[src/rtl/regfile_seq_pkg.sv]
// Shared definitions for the register-file access sequencer: opcodes,
// instruction field positions and FSM state encoding.
package regfile_seq_pkg;

  localparam logic [4:0] OP_LDI  = 5'b00001;
  localparam logic [4:0] OP_ADD  = 5'b00011;
  localparam logic [4:0] OP_SUB  = 5'b00100;
  localparam logic [4:0] OP_SHR  = 5'b00101;
  localparam logic [4:0] OP_SHL  = 5'b00110;
  localparam logic [4:0] OP_ROR  = 5'b00111;
  localparam logic [4:0] OP_ROL  = 5'b01000;
  localparam logic [4:0] OP_AND  = 5'b01001;
  localparam logic [4:0] OP_OR   = 5'b01010;
  localparam logic [4:0] OP_ADDI = 5'b01011;
  localparam logic [4:0] OP_ANDI = 5'b01100;
  localparam logic [4:0] OP_ORI  = 5'b01101;
  localparam logic [4:0] OP_NEG  = 5'b10000;
  localparam logic [4:0] OP_NOT  = 5'b10001;

  localparam int OP_HI = 31;
  localparam int OP_LO = 27;
  localparam int RA_HI = 26;
  localparam int RA_LO = 23;
  localparam int RB_HI = 22;
  localparam int RB_LO = 19;
  localparam int RC_HI = 18;
  localparam int RC_LO = 15;

  typedef enum logic [2:0] {
    S_IDLE = 3'd0,
    S_RD_B = 3'd1,
    S_RD_C = 3'd2,
    S_RD_K = 3'd3,
    S_WR_A = 3'd4,
    S_DONE = 3'd5
  } state_t;

endpackage

[src/rtl/regfile_access_sequencer_opcode_class_decode.sv]
// Combinational opcode classifier: which access sequence an opcode needs.
module opcode_class_decode
  import regfile_seq_pkg::*;
(
  input  logic [4:0] op,
  output logic       r_class,
  output logic       i_class,
  output logic       u_class,
  output logic       ba_mode,
  output logic       unsupported
);

  always_comb begin
    r_class = 1'b0;
    i_class = 1'b0;
    u_class = 1'b0;
    case (op)
      OP_ADD, OP_SUB, OP_SHR, OP_SHL,
      OP_ROR, OP_ROL, OP_AND, OP_OR:    r_class = 1'b1;
      OP_ADDI, OP_ANDI, OP_ORI, OP_LDI: i_class = 1'b1;
      OP_NEG, OP_NOT:                   u_class = 1'b1;
      default: ;
    endcase
  end

  // ldi reads r0 in base-address mode so the immediate is added to zero.
  assign ba_mode     = (op == OP_LDI);
  assign unsupported = ~(r_class | i_class | u_class);

endmodule

[src/rtl/regfile_access_sequencer.sv]
// Drives one register-file access per cycle for a captured instruction:
// operand reads onto the A bus, then the ALU-result write-back to ra.
module regfile_access_sequencer
  import regfile_seq_pkg::*;
#(
  parameter int DATA_W = 32,
  parameter int SEL_W  = 4
) (
  input  logic              in_clk,
  input  logic              in_clr,
  input  logic [DATA_W-1:0] in_IR,
  input  logic              in_start,
  input  logic              in_flush,
  output logic              out_busy,
  output logic              out_done,
  output logic              out_unsupported,
  output logic [SEL_W-1:0]  out_Aselect,
  output logic              out_read,
  output logic              out_BAout,
  output logic [SEL_W-1:0]  out_Cselect,
  output logic              out_write,
  output logic              out_Yin,
  output logic              out_Zin,
  output logic              out_Cout,
  output logic              out_Zout,
  output logic [2:0]        dbg_state,
  output logic [DATA_W-1:0] dbg_ir
);

  // Handshake: in_start is taken only while out_busy is low (IDLE); every
  // accepted start, flushed or not, ends with exactly one out_done pulse.
  state_t            state, state_next;
  logic [DATA_W-1:0] ir_q;
  logic [4:0]        op_src;
  logic              r_class, i_class, u_class, ba_mode, unsupported;

  // In IDLE the decision is made on the incoming word; afterwards on the copy.
  assign op_src = (state == S_IDLE) ? in_IR[OP_HI:OP_LO] : ir_q[OP_HI:OP_LO];

  opcode_class_decode u_decode (
    .op          (op_src),
    .r_class     (r_class),
    .i_class     (i_class),
    .u_class     (u_class),
    .ba_mode     (ba_mode),
    .unsupported (unsupported)
  );

  always_ff @(posedge in_clk or negedge in_clr) begin
    if (!in_clr) begin
      state <= S_IDLE;
      ir_q  <= '0;
    end else begin
      state <= state_next;
      if (state == S_IDLE && in_start) ir_q <= in_IR;
    end
  end

  always_comb begin
    state_next = state;
    case (state)
      S_IDLE: if (in_start) state_next = unsupported ? S_DONE : S_RD_B;
      S_RD_B: begin
        if (in_flush)     state_next = S_DONE;
        else if (r_class) state_next = S_RD_C;
        else if (i_class) state_next = S_RD_K;
        else              state_next = S_WR_A;
      end
      S_RD_C, S_RD_K: state_next = in_flush ? S_DONE : S_WR_A;
      S_WR_A: state_next = S_DONE;
      S_DONE: state_next = S_IDLE;
      default: state_next = S_IDLE;
    endcase
  end

  always_comb begin
    out_busy        = (state != S_IDLE);
    out_done        = 1'b0;
    out_unsupported = 1'b0;
    out_Aselect     = '0;
    out_read        = 1'b0;
    out_BAout       = 1'b0;
    out_Cselect     = '0;
    out_write       = 1'b0;
    out_Yin         = 1'b0;
    out_Zin         = 1'b0;
    out_Cout        = 1'b0;
    out_Zout        = 1'b0;
    case (state)
      S_RD_B: begin
        out_Aselect = ir_q[RB_HI:RB_LO];
        out_read    = 1'b1;
        out_BAout   = ba_mode;
        // Unary ops have a single operand: it goes straight through the ALU.
        out_Yin     = ~u_class;
        out_Zin     = u_class;
      end
      S_RD_C: begin
        out_Aselect = ir_q[RC_HI:RC_LO];
        out_read    = 1'b1;
        out_Zin     = 1'b1;
      end
      S_RD_K: begin
        out_Cout = 1'b1;
        out_Zin  = 1'b1;
      end
      S_WR_A: begin
        out_Cselect = ir_q[RA_HI:RA_LO];
        out_write   = 1'b1;
        out_Zout    = 1'b1;
      end
      S_DONE: begin
        out_done        = 1'b1;
        out_unsupported = unsupported;
      end
      default: ;
    endcase
  end

  assign dbg_state = state;
  assign dbg_ir    = ir_q;

endmodule
[config.mk]
export PLATFORM = sky130hd
export DESIGN_NAME = regfile_access_sequencer
export DESIGN_NICKNAME = d
export VERILOG_FILES = /design/src/rtl/regfile_seq_pkg.sv /design/src/rtl/regfile_access_sequencer_opcode_class_decode.sv /design/src/rtl/regfile_access_sequencer.sv
export SDC_FILE = /design/constraint.sdc
export NUM_CORES = 1
export LEC_CHECK = 0
export ABC_AREA = 0
export BUFFER_PORTS_ARGS = -buffer_cell sky130_fd_sc_hd__buf_2
export CAP_MARGIN = 20
export CORE_MARGIN = 3
export CORE_UTILIZATION = 45
export DETAILED_ROUTE_END_ITERATION = 7
export PLACE_DENSITY = 0.83
export SYNTH_ARGS = -nofsm -noshare
export SYNTH_HDL_FRONTEND = slang
export SYNTH_HIERARCHICAL = 1
export SYNTH_SLANG_ARGS = --single-unit
[constraint.sdc]
create_clock -name in_clk -period 2.6 [get_ports in_clk]
set_clock_uncertainty 0.05 [all_clocks]
set_input_delay 0 -clock in_clk [delete_from_list [all_inputs] [get_ports in_clk]]
set_output_delay 0 -clock in_clk [all_outputs]
set_load 0.02 [all_outputs]
Word level (Yosys, flattened, before mapping) --
Index checks and enable logic that the tools add are counted. W data, S select, Z words.
Word-level totals: register bits after elaboration 35, output and inout bits 53, input bits 36
Cells by class: bitwise operators 4, reductions and logical operators 8, equality and inequality tests 20, mux-type cells 21
Operator list (count):
- $eq A5 B4 Y1 const B | 6
- $eq A5 B3 Y1 const B | 4
- $mux W3 | 5
- $pmux W3 S4 | 1
- $mux W1 | 11
- $eq A5 B5 Y1 const B | 2
- $pmux W4 S2 | 1
- $reduce_or A8 Y1 | 1
- $eq A3 B2 Y1 const B | 2
- $eq A3 B3 Y1 const B | 2
- $reduce_or A2 Y1 | 3
- $eq A5 B1 Y1 const B | 1
- $eq A5 B2 Y1 const B | 1
- $mux W5 | 1
- $mux W4 | 1
- $reduce_or A4 Y1 | 1
- $eq A3 B1 Y1 const B | 1
- $logic_not A3 Y1 | 1
- $reduce_bool A3 Y1 | 1
- $ne A2 B2 Y1 const B | 1
- $not A1 Y1 | 2
- $or A1 B1 Y1 | 2
- $pmux W1 S2 | 1
- $logic_and A1 B1 Y1 | 1

Depth between registers and ports, before layout --
Gate-level depths: netlist of the first run.
depth in word-level cells 10, mapped depth 9, gate-level depth less buffers 7

By module --
Netlist of the first run, hierarchy kept.
Modules (own cells, without submodules):
- regfile_access_sequencer | area each 1639.1 um2, seq. area each 875.8 um2, cells each 121, times used 1
- opcode_class_decode | area each 98.8 um2, seq. area each 0.0 um2, cells each 16, times used 1

Worst setup path after synthesis of the first run --
Ideal clock, no wire load.
path kind reg-to-reg, start point register state[1] (netlist: dbg_state[1]), end point register state[0] (netlist: dbg_state[0]), setup time 126 ps, buffers on the path 2, slack 130 ps, data arrival time 2294 ps, required time 2424 ps, cell stages (with the launch flop) 10, cells stage by stage dfrtp_1 > buf_6 > or3_1 > buf_2 > mux2_2 > and2_1 > o21ai_0 > a21oi_1 > nor4b_1 > o32a_1
Between the ends: word-level cells in the longest chain between the ends 9
Ends and longest elaborated chain:
- start: declaration | line regfile_access_sequencer.sv:32 | state_t state, state_next;
- start signal: assignment | line regfile_access_sequencer.sv:54 | state <= state_next;
- $logic_not A3 Y1 * | line regfile_access_sequencer.sv:38 | assign op_src = (state == S_IDLE) ? in_IR[OP_HI:OP_LO] : ir_q[OP_HI:OP_LO];
- $mux W5 * | line regfile_access_sequencer.sv:38
- via op_src[1] | line regfile_access_sequencer.sv:34 | logic [4:0] op_src;
- $eq A5 B1 Y1 or $eq A5 B4 Y1 (tied branches) | line regfile_access_sequencer_opcode_class_decode.sv:17 | case (op)
- $reduce_or A4 Y1 * | line regfile_access_sequencer_opcode_class_decode.sv:17
- $mux W1 * | line regfile_access_sequencer_opcode_class_decode.sv:17
- via i_class | line regfile_access_sequencer.sv:35 | logic r_class, i_class, u_class, ba_mode, unsupported;
- $mux W3 * | line regfile_access_sequencer.sv:66 | else if (i_class) state_next = S_RD_K;
- $mux W3 * | line regfile_access_sequencer.sv:65 | else if (r_class) state_next = S_RD_C;
- $mux W3 * | line regfile_access_sequencer.sv:64 | if (in_flush) state_next = S_DONE;
- $pmux W3 S4 * | line regfile_access_sequencer.sv:61 | case (state)
The timed path passes the listed nets; every way through them passes the cells marked *. A chain may end at the register's enable or synchronous reset.

Worst setup path in the final report of the first run --
start point register state[1] (netlist: dbg_state[1]), end point output port out_unsupported
Between the ends: word-level cells in the longest chain between the ends 9
Ends and longest elaborated chain:
- $logic_not A3 Y1 * | line regfile_access_sequencer.sv:38
- $mux W5 * | line regfile_access_sequencer.sv:38
- via op_src[4] | line regfile_access_sequencer.sv:34
- $eq A5 B2 Y1, or another cell as far along | line regfile_access_sequencer_opcode_class_decode.sv:17
- $reduce_or A8 Y1 or $reduce_or A4 Y1 (tied branches) | line regfile_access_sequencer_opcode_class_decode.sv:17
- $mux W1 | line regfile_access_sequencer_opcode_class_decode.sv:17
- $or A1 B1 Y1 | line regfile_access_sequencer_opcode_class_decode.sv:28 | assign unsupported = ~(r_class | i_class | u_class);
- $or A1 B1 Y1 * | line regfile_access_sequencer_opcode_class_decode.sv:28
- $not A1 Y1 * | line regfile_access_sequencer_opcode_class_decode.sv:28
- via unsupported | line regfile_access_sequencer.sv:35
- $mux W1 * | line regfile_access_sequencer.sv:89 | case (state)
- end: declaration | line regfile_access_sequencer.sv:16 | output logic out_unsupported,
Marks and branches as above.

==> results of run 1 <==
power by group through the flow:
stage	Clock (mW)	Combinational, mW	Sequential [mW]
5_1_grt	0.439	2.23	1.03
4_1_cts	0.415	2.07	0.992
3_3_place_gp	0	1.99	0.991
6_report	0.402	2.07	0.996
2_1_floorplan	0	1.09	1.35
3_5_place_dp	0	2.03	0.996
Yosys cell counts:
cell type / instances / area (um2)
mux2_2: 37 / 416.7
dfrtp_1: 35 / 875.8
a21oi_1: 9 / 45.04
nand3b_1: 9 / 67.56
and2_1: 4 / 25.02
and3_1: 4 / 25.02
buf_6: 4 / 45.04
clkbuf_1: 4 / 15.01
nor2_1: 4 / 15.01
nor2b_1: 4 / 25.02
nor3_1: 2 / 10.01
nor4b_1: 2 / 17.52
o21ai_0: 2 / 10.01
a21o_1: 1 / 7.510
a221o_1: 1 / 10.01
and3b_1: 1 / 8.760
and3b_2: 1 / 10.01
buf_2: 1 / 5.000
buf_4: 1 / 7.510
inv_1: 1 / 3.750
nand2b_1: 1 / 6.260
nor3b_1: 1 / 7.510
nor4b_4: 1 / 23.77
o211ai_1: 1 / 7.510
o21bai_1: 1 / 7.510
o32a_1: 1 / 10.01
or2b_1: 1 / 7.510
or3_1: 1 / 6.260
or4_1: 1 / 7.510
xnor2_1: 1 / 8.760
layout make-up:
cell class | count | area share, %
Clock inverter | 2 | 0.6126
Tap cell | 46 | 2.168
Sequential cell | 35 | 32.99
Clock buffer | 6 | 3.110
Multi-Input combinational cell | 91 | 29.78
Inverter | 1 | 0.1414
Timing Repair Buffer | 128 | 31.20
flip-flops by register name, summed over array words and instances (netlist names):
signal	flops
dbg_ir	32
dbg_state	3
routing by layer:
metal | GRT usage [%] | up-vias | wire (um) | share of wire [%]
met5 | 0 | - | 0 | 0
met3 | 6.076 | 8 | 336 | 7.3
li1 | - | 745 | - | -
met4 | 5.955 | 0 | 65 | 1.4
met2 | 36.94 | 64 | 2361 | 51
met1 | 23.84 | 729 | 1825 | 40
through the flow:
step,hold slack (ns),total power [mW],instances,utilization (%)
3_5_place_dp,0.06788,3.022,266,62.51
6_report,0.2883,3.473,309,75.41
2_1_floorplan,-0.3456,2.437,137,-
5_1_grt,0.3478,3.700,309,75.41
4_1_cts,0.3040,3.474,309,75.27
3_3_place_gp,0.06671,2.976,266,62.51
repair_timing:
item / in CTS / in global routing
hold endpoints to repair: 69 / 0
hold buffers: 35 / 0
gates resized for setup: 0 / 1
endpoints found under the setup margin: 0 / 2
logic make-up (layout without fill, tap and decap cells):
group           count (synthesis)  count (layout)  synth area share (%)
mux                            37              37                 23.97
simple gates                   37              37                 15.12
flops                          35              35                 50.40
compound gates                 16              16                 5.616
buf+inv                        11             137                 4.391
xor+xnor                        1               1                0.5041
worst max path at each step:
stage	endpoint	slack (ns)	depth (start not counted)
2_1_floorplan	dbg_state[0]	0.13	9
3_3_place_gp	dbg_state[2]	0.37	6
5_1_grt	out_unsupported	0.03	6
6_report	out_unsupported	0.11	6
3_5_place_dp	dbg_state[0]	0.32	7
4_1_cts	out_unsupported	0.06	6
==> summary.md, run 1 <==
| Metric | Value |
|---|---|
| Chip Height | `between 60 and 70 um` |
| Number of synthesized register bits | `35` |
| Slowest stage delay, CP | `0.55 ns` |
| Setup tns final | `0 ns` |
| Sequential element share of the synthesized area | `a little over 50%` |
| WL/cell | `14.85 um` |
| Minimum clock period | `around 2.5 ns` |
| Comb pwr share | `59.7%` |
| Worst-Skew Late Latency | `0.27 ns` |
| Hold Vio Cnt, Final | `0` |
| Clk sinks | `35` |
| Critical Path AT | `around 2.4 ns` |
| Distinct cells, synth | `30` |
| Vias per cell | `5.003` |
| Drt total wl | `4588 um` |
| DRC errors left | `0` |
| Cell breakdown of the critical path | `or3_4 > mux2_2 > or4_1 > o211ai_1 > and2_1 > buf_2` |
| Crit path max-delay cell type | `or4_1` |
| Maxcap violations | `0` |
| Largest net degree at the start of global routing | `36` |
| Synth Cell Area | `roughly 1700 um2` |
| Vias | `1546` |
| Final ANT Viol Nets | `0` |
| Startpoint Class | `register` |
| Leakage | `1.285 nW` |
| Maximum VDD drop | `0.0006533 V` |
| Critical path class | `register to primary output` |
| Initial antenna violation count | `0` |
| Syn_area_per_cell | `12.69 um2` |
| Switching pwr | `1.542 mW` |
| Inserted Clock Buffers | `5` |
| Area Growth Syn to Fin | `52.77%` |
| First DRT Iteration DRCs | `roughly 140` |
| Fraction of layout cells with a size suffix above 1 | `53.61%` |
| Worst EP required | `2.55 ns` |
| Fin worst setup slack | `0.1120 ns` |
| PortBufs | `between 80 and 90` |
| Sequential group share of total power | `about 29%` |
| Origin of the critical flop-to-flop path | `dbg_state[1]` |
| First-pass GRT wire length | `a little over 7000 um` |
| Die Area | `4644 um2` |
| Syn Inst Count | `137` |
| Pre-CTS setup slack | `~0.32 ns` |
| Max_slew headroom | `about half` |
| # diodes | `0` |
| Clock Power Share | `11.6%` |
| Setup-violating endpoint count in the final report | `0` |
| FF-to-FF path depth | `6` |
| CTS clk-pin slew, worst paths | `around 0.070 ns` |
| Area of the multi-input gates | `790.8 um2` |
| # IOs | `89` |
| Reg2reg end | `dbg_state[2]` |
| Buf+Inv Stages, Crit Path | `1` |
| Finished layout cell area | `roughly 2700 um2` |
| Switch share | `44.41%` |
| CP endpoint kind | `primary output` |
| Placed cell area | `2201 um2` |
| CP delay by family, top | `simple AND/OR/NAND/NOR gates` |
| Hold Crit Class | `input pin to async pin` |
| Gpl congestion | `approximately 0.78` |
| Worst Tran Pin Value | `0.7773 ns` |
| Drt first pass iters | `4` |
| Starting Density | `between 40% and 50%` |
| Post-layout net count | `298` |
| Max-slew violation count | `0` |
| Internal power | `1.931 mW` |
| Commonest non-fill, non-tap cells in the layout | `88 x buf_2, 37 x mux2_2, 35 x dfrtp_1, 35 x dlygate4sd3_1` |
| CORE AREA | `3521 um2` |
| CP startpoint | `dbg_state[1]` |
| Vias in the first global route | `1543` |
| CTS tree | `yes` |
| Yosys warnings | `6` |
| Register area | `875.8 um2` |
| Post-CTS setup buffers | `0` |
| Fmax | `401.9 MHz` |
| Status | `finished, final reports clean` |
| Commonest non-fill, non-tap cell in the layout | `buf_2` |
| Dpl hpwl | `2935 um` |
| CTS root buffer | `clkbuf_8` |
| Gr ovfl total | `0` |
| Fill cells | `230` |
| Worst Path Max Fanout | `7` |
| Flop2flop setup slack | `0.38 ns` |
| Total track usage | `roughly a fifth` |
| Clock buffer depth | `2` |
| Mapped Nets | `173` |
| H-tree depth | `2` |
| RSZ-0062 raised after global routing | `no` |
| Final Cycle Share | `95.69%` |
| Die W | `68.15 um` |
| PD cells | `roughly 1300 nW/um2` |
| Row count | `21` |
(Power assumes the default switching activity.)
==> run 2, diff against run 1 <==
- RECOVER_POWER: unset -> 50
==> summary.md, run 2 (synthesized netlist as in run 1, its figures left out) <==
| Metric | Value |
|---|---|
| CTS root buffer | `clkbuf_8` |
| Row count | `21 (unchanged)` |
| CP delay by family, top | `simple AND/OR/NAND/NOR gates` |
| Switching pwr | `1.551 mW (+0.59%)` |
| Vias per cell | `4.951 (-1.0%)` |
| Vias in the first global route | `1543 (unchanged)` |
| Drt total wl | `4606 um (+0.39%)` |
| Minimum clock period | `2.493 ns (+0.005051 ns)` |
| Largest net degree at the start of global routing | `36 (unchanged)` |
| Clk sinks | `35 (unchanged)` |
| Clock Power Share | `11.9% (+0.3 points)` |
| CP Capture Point | `out_unsupported` |
| Commonest non-fill, non-tap cells in the layout | `55 x buf_2, 37 x mux2_2, 35 x dfrtp_1, 35 x dlygate4sd3_1, 33 x clkbuf_1` |
| Flop2flop setup slack | `0.37 ns (about the same)` |
| CP endpoint kind | `primary output` |
| Startpoint Class | `register` |
| Critical path class | `register to primary output` |
| Sequential group share of total power | `29.5% (+0.8 points)` |
| Worst-Skew Late Latency | `0.27 ns (about the same)` |
| Reg2reg end | `dbg_state[2]` |
| Chip Height | `68.15 um (unchanged)` |
| Origin of the critical flop-to-flop path | `dbg_state[1]` |
| Crit path max-delay cell type | `or4_1` |
| Pre-CTS setup slack | `0.3217 ns (unchanged)` |
| Vias | `1530 (-1.0%)` |
| # diodes | `0 (unchanged)` |
| DRC errors left | `0 (unchanged)` |
| Post-layout net count | `298 (unchanged)` |
| CTS clk-pin slew, worst paths | `0.07 ns (about the same)` |
| Dpl hpwl | `2935 um (unchanged)` |
| Worst EP required | `2.55 ns (about the same)` |
| Max-slew violation count | `36 (+36)` |
| Worst Path Max Fanout | `7 (unchanged)` |
| Post-CTS setup buffers | `0 (unchanged)` |
| Maximum VDD drop | `0.0006333 V (-3.0%)` |
| Inserted Clock Buffers | `5 (unchanged)` |
| Cell breakdown of the critical path | `or3_4 > mux2_2 > or4_1 > o211ai_1 > and2_1 > buf_2` |
| Die Area | `4644 um2 (unchanged)` |
| Setup tns final | `0 ns (unchanged)` |
| Max FFs per register | `32 (unchanged)` |
| Setup-violating endpoint count in the final report | `0 (unchanged)` |
| H-tree depth | `2 (unchanged)` |
| Comb pwr share | `58.7% (-1.0 points)` |
| Internal power | `1.859 mW (-3.7%)` |
| Critical Path AT | `2.44 ns (about the same)` |
| Total track usage | `20.69% (unchanged)` |
| Fill cells | `253 (+10%)` |
| Fin worst setup slack | `0.1070 ns (-0.005051 ns)` |
| RSZ-0062 raised after global routing | `no` |
| Fmax | `401.1 MHz (-0.20%)` |
| Gr ovfl total | `0 (unchanged)` |
| Hold Path Depth | `3` |
| CTS tree | `yes` |
| Clock buffer depth | `2 (unchanged)` |
| WL/cell | `14.91 um (+0.39%)` |
| CP startpoint | `dbg_state[1]` |
| Initial antenna violation count | `0 (unchanged)` |
| PD cells | `1305 nW/um2 (-0.24%)` |
| # IOs | `89 (unchanged)` |
| Commonest non-fill, non-tap cell in the layout | `buf_2` |
| Max_slew headroom | `-25.79% (-74 points)` |
| Area Growth Syn to Fin | `50.40%` |
| Final ANT Viol Nets | `0 (unchanged)` |
| Buf+Inv Stages, Crit Path | `1 (unchanged)` |
| Leakage | `1.190 nW (-7.4%)` |
| Status | `complete, but fails checks` |
| Slowest stage delay, CP | `0.55 ns (about the same)` |
| First-pass GRT wire length | `7058 um (unchanged)` |
| Hold Vio Cnt, Final | `0 (unchanged)` |
| Starting Density | `49.36% (unchanged)` |
| Levels on crit path | `6 (unchanged)` |
| Maxcap violations | `1 (+1)` |
| PortBufs | `88 (unchanged)` |
| FF-to-FF path depth | `6 (unchanged)` |
| Failing checks | `max-capacitance violations, max-slew violations` |
| CORE AREA | `3521 um2 (unchanged)` |
| Die W | `68.15 um (unchanged)` |
| Gpl congestion | `0.7817 (unchanged)` |
| Hold Crit Class | `input pin to register` |
| Fraction of layout cells with a size suffix above 1 | `41.06% (-13 points)` |
| Worst Tran Pin Value | `1.887 ns (+1.110 ns)` |
| First DRT Iteration DRCs | `139 (-2.1%)` |
| Drt first pass iters | `4 (unchanged)` |
| Final Cycle Share | `95.88% (+0.19 points)` |
| Switch share | `45.49% (+1.1 points)` |
run 2: per-stage QoR:
stage	std cells	total power, mW	utilization, %	hold WS (ns)	instance area [um2]
after floorplan	137	2.437	-	-0.3456	1738
after global placement	266	2.976	62.51	0.06671	2201
after detailed placement	266	3.022	62.51	0.06788	2201
after CTS	309	3.474	75.27	0.3040	2650
after global routing	309	3.636	74.24	0.4374	2614
final	309	3.410	74.24	0.4296	2614
run 2: cell type report:
cell class	count	area (um2)	area share, %
well taps	46	57.56	2.202
multi-input cells	91	790.8	30.25
clock buffers	6	82.58	3.159
repair buffers	128	787.0	30.11
inverters	1	3.754	0.1436
flip-flops and latches	35	875.8	33.51
clock inverters	2	16.27	0.6223
run 2: worst min path at each step:
stage / from / endpoint / slack (ns)
floorplan: in_clr / dbg_ir[0] / -0.35
global placement: in_clr / dbg_ir[17] / 0.07
detailed placement: in_clr / dbg_ir[17] / 0.07
CTS: in_clr / dbg_ir[26] / 0.30
global route: in_IR[14] / dbg_ir[14] / 0.44
finish: in_IR[12] / dbg_ir[12] / 0.43
run 2: worst register-to-register path, delay by kind of cell, from the launching register on:
family / cells / cell delay, ns
compound gates: 3 / 0.42
flops: 1 / 0.37
simple gates: 2 / 0.98
mux: 1 / 0.34
run 2: what timing repair did:
| item | CTS | global route |
|---|---|---|
| endpoints found under the setup margin | 0 | 2 |
| hold buffers | 35 | 0 |
| gates resized for setup | 0 | 1 |
| endpoints found under the hold margin | 69 | 0 |
run 2: layer usage:
layer  part of all wire [%]  vias to the layer above  global-route usage (%)
met5                      0                        -                       0
met4                    1.2                        0                   5.955
met3                    6.9                        6                   6.076
met2                     51                       66                   36.94
met1                     41                      713                   23.84
li1                       -                      745                       -
run 2: power groups by stage:
stage / registers [mW] / logic, mW / clock network, mW
after floorplan: 1.35 / 1.09 / 0
after global placement: 0.991 / 1.99 / 0
after detailed placement: 0.996 / 2.03 / 0
after CTS: 0.992 / 2.07 / 0.415
after global routing: 1.04 / 2.16 / 0.439
final: 1.00 / 2.00 / 0.404
==> run 3, diff against run 2 <==
- MAX_ROUTING_LAYER: unset -> met4
==> summary.md, run 3 (synthesized netlist as in run 1, its figures left out) <==
| Metric | Value |
|---|---|
| Status | `complete, but fails checks` |
| Failing checks | `max-capacitance violations, max-slew violations` |
| Max-slew violation count | `36 (unchanged)` |
| Drt first pass iters | `4 (unchanged)` |
| CP startpoint | `dbg_state[1]` |
| Vias | `1551 (+1.4%)` |
| Hold Vio Cnt, Final | `0 (unchanged)` |
| Worst Path Max Fanout | `7 (unchanged)` |
| Leakage | `1.190 nW (unchanged)` |
| Cells after DPL | `266 (unchanged)` |
| RSZ-0062 raised after global routing | `no` |
| First-pass GRT wire length | `7065 um (about the same)` |
| Worst-Skew Late Latency | `0.27 ns (about the same)` |
| Setup-violating endpoint count in the final report | `0 (unchanged)` |
| PortBufs | `88 (unchanged)` |
| Final ANT Viol Nets | `0 (unchanged)` |
| Worst EP required | `2.55 ns (about the same)` |
| Maxcap violations | `1 (unchanged)` |
| Row count | `21 (unchanged)` |
| PD cells | `1306 nW/um2 (+0.10%)` |
| Commonest non-fill, non-tap cell in the layout | `buf_2` |
| Fraction of layout cells with a size suffix above 1 | `41.06% (unchanged)` |
| Vias per cell | `5.019 (+1.4%)` |
| Flop2flop setup slack | `0.38 ns (about the same)` |
| Minimum clock period | `2.467 ns (-0.02585 ns)` |
| Clock buffer depth | `2 (unchanged)` |
| Largest net degree at the start of global routing | `36 (unchanged)` |
| Origin of the critical flop-to-flop path | `dbg_state[1]` |
| Starting Density | `49.36% (unchanged)` |
| WL/cell | `14.96 um (+0.39%)` |
| # diodes | `0 (unchanged)` |
| Hold Crit Class | `input pin to register` |
| CTS root buffer | `clkbuf_8` |
| First DRT Iteration DRCs | `147 (+5.8%)` |
| Post-CTS setup buffers | `0 (unchanged)` |
| FF-to-FF path depth | `7 (+1)` |
| Fin util | `74.24% (unchanged)` |
| Worst Tran Pin Value | `1.884 ns (-0.002899 ns)` |
| CTS clk-pin slew, worst paths | `0.07 ns (about the same)` |
| Chip Height | `68.15 um (unchanged)` |
| Clk sinks | `35 (unchanged)` |
| Maximum VDD drop | `0.0006378 V (+0.70%)` |
| Max_slew headroom | `-25.59% (+0.19 points)` |
| Dpl hpwl | `2935 um (unchanged)` |
| Post-layout net count | `298 (unchanged)` |
| Final Cycle Share | `94.89% (-0.99 points)` |
| H-tree depth | `2 (unchanged)` |
| Critical path class | `register to primary output` |
| Cell Count, Final, Fillers Out | `309 (unchanged)` |
| Area Growth Syn to Fin | `50.40% (unchanged)` |
| Max FFs per register | `32 (unchanged)` |
| Gpl congestion | `0.7926 (+1.4%)` |
| CORE AREA | `3521 um2 (unchanged)` |
| Pwr Total | `3.414 mW (+0.10%)` |
| CP endpoint kind | `primary output` |
| Startpoint Class | `register` |
| DRC errors left | `0 (unchanged)` |
| Initial antenna violation count | `0 (unchanged)` |
| Commonest non-fill, non-tap cells in the layout | `55 x buf_2, 37 x mux2_2, 35 x dfrtp_1, 35 x dlygate4sd3_1, 33 x clkbuf_1` |
| Gr ovfl total | `0 (unchanged)` |
| CTS tree | `yes` |
| CP Capture Point | `out_unsupported` |
| Setup tns final | `0 ns (unchanged)` |
| Reg2reg end | `dbg_state[0]` |
| Drt total wl | `4624 um (+0.39%)` |
| Vias in the first global route | `1540 (-0.19%)` |
| Die Area | `4644 um2 (unchanged)` |
| Die W | `68.15 um (unchanged)` |
| Hold Path Origin | `in_IR[12]` |
| Total track usage | `21.28% (+0.59 points)` |
| # IOs | `89 (unchanged)` |
| Critical Path AT | `2.42 ns (-0.02 ns)` |
| Inserted Clock Buffers | `5 (unchanged)` |
| Fmax | `405.3 MHz (+1.0%)` |
-- run 3: layout make-up --
cell class	instances	area, um2
well taps	46	57.56
clock buffers	6	82.58
flip-flops and latches	35	875.8
inverters	1	3.754
clock inverters	2	16.27
repair buffers	128	787.0
multi-input cells	91	790.8
fillers	253	907.1
-- run 3: critical path: stages, from the launching register on --
cell	delay, ns
dfrtp_1	0.37
or3_4	0.43
mux2_2	0.34
or4_1	0.53
o211ai_1	0.14
and2_1	0.17
buf_2	0.16
-- run 3: repair_timing --
action                                 in CTS  in global routing
hold buffers                               35                  0
setup endpoints to repair                   0                  2
endpoints found under the hold margin      69                  0
gates resized for setup                     0                  1
-- run 3: metal layers --
metal	global-route usage [%]	wire length [um]	up-vias
li1	-	-	744
met1	24.79	1896	731
met2	36.94	2369	68
met3	4.598	294	8
met4	5.955	63	0
met5	-	0	-
-- run 3: per-stage QoR --
stage,setup WS (ns),hold slack [ns],area (um2)
2_1_floorplan,0.1299,-0.3456,1738
3_3_place_gp,0.3710,0.06671,2201
3_5_place_dp,0.3217,0.06788,2201
4_1_cts,0.05561,0.3040,2650
5_1_grt,0.03381,0.4374,2614
6_report,0.1328,0.4292,2614
-- run 3: power breakdown --
group | switching [mW] | internal, mW | total, mW | leakage (nW)
Sequential | 0.178 | 0.827 | 1.01 | 0.416
Clock | 0.190 | 0.216 | 0.406 | 0.0474
Combinational | 1.19 | 0.816 | 2.00 | 0.727
-- run 3: worst min-delay path by stage --
stage                 end  slack [ns]  cells after the start
3_5_place_dp   dbg_ir[17]        0.07                      1
3_3_place_gp   dbg_ir[17]        0.07                      1
5_1_grt        dbg_ir[14]        0.44                      3
6_report       dbg_ir[12]        0.43                      3
4_1_cts        dbg_ir[26]        0.30                      2
2_1_floorplan   dbg_ir[0]       -0.35                      0
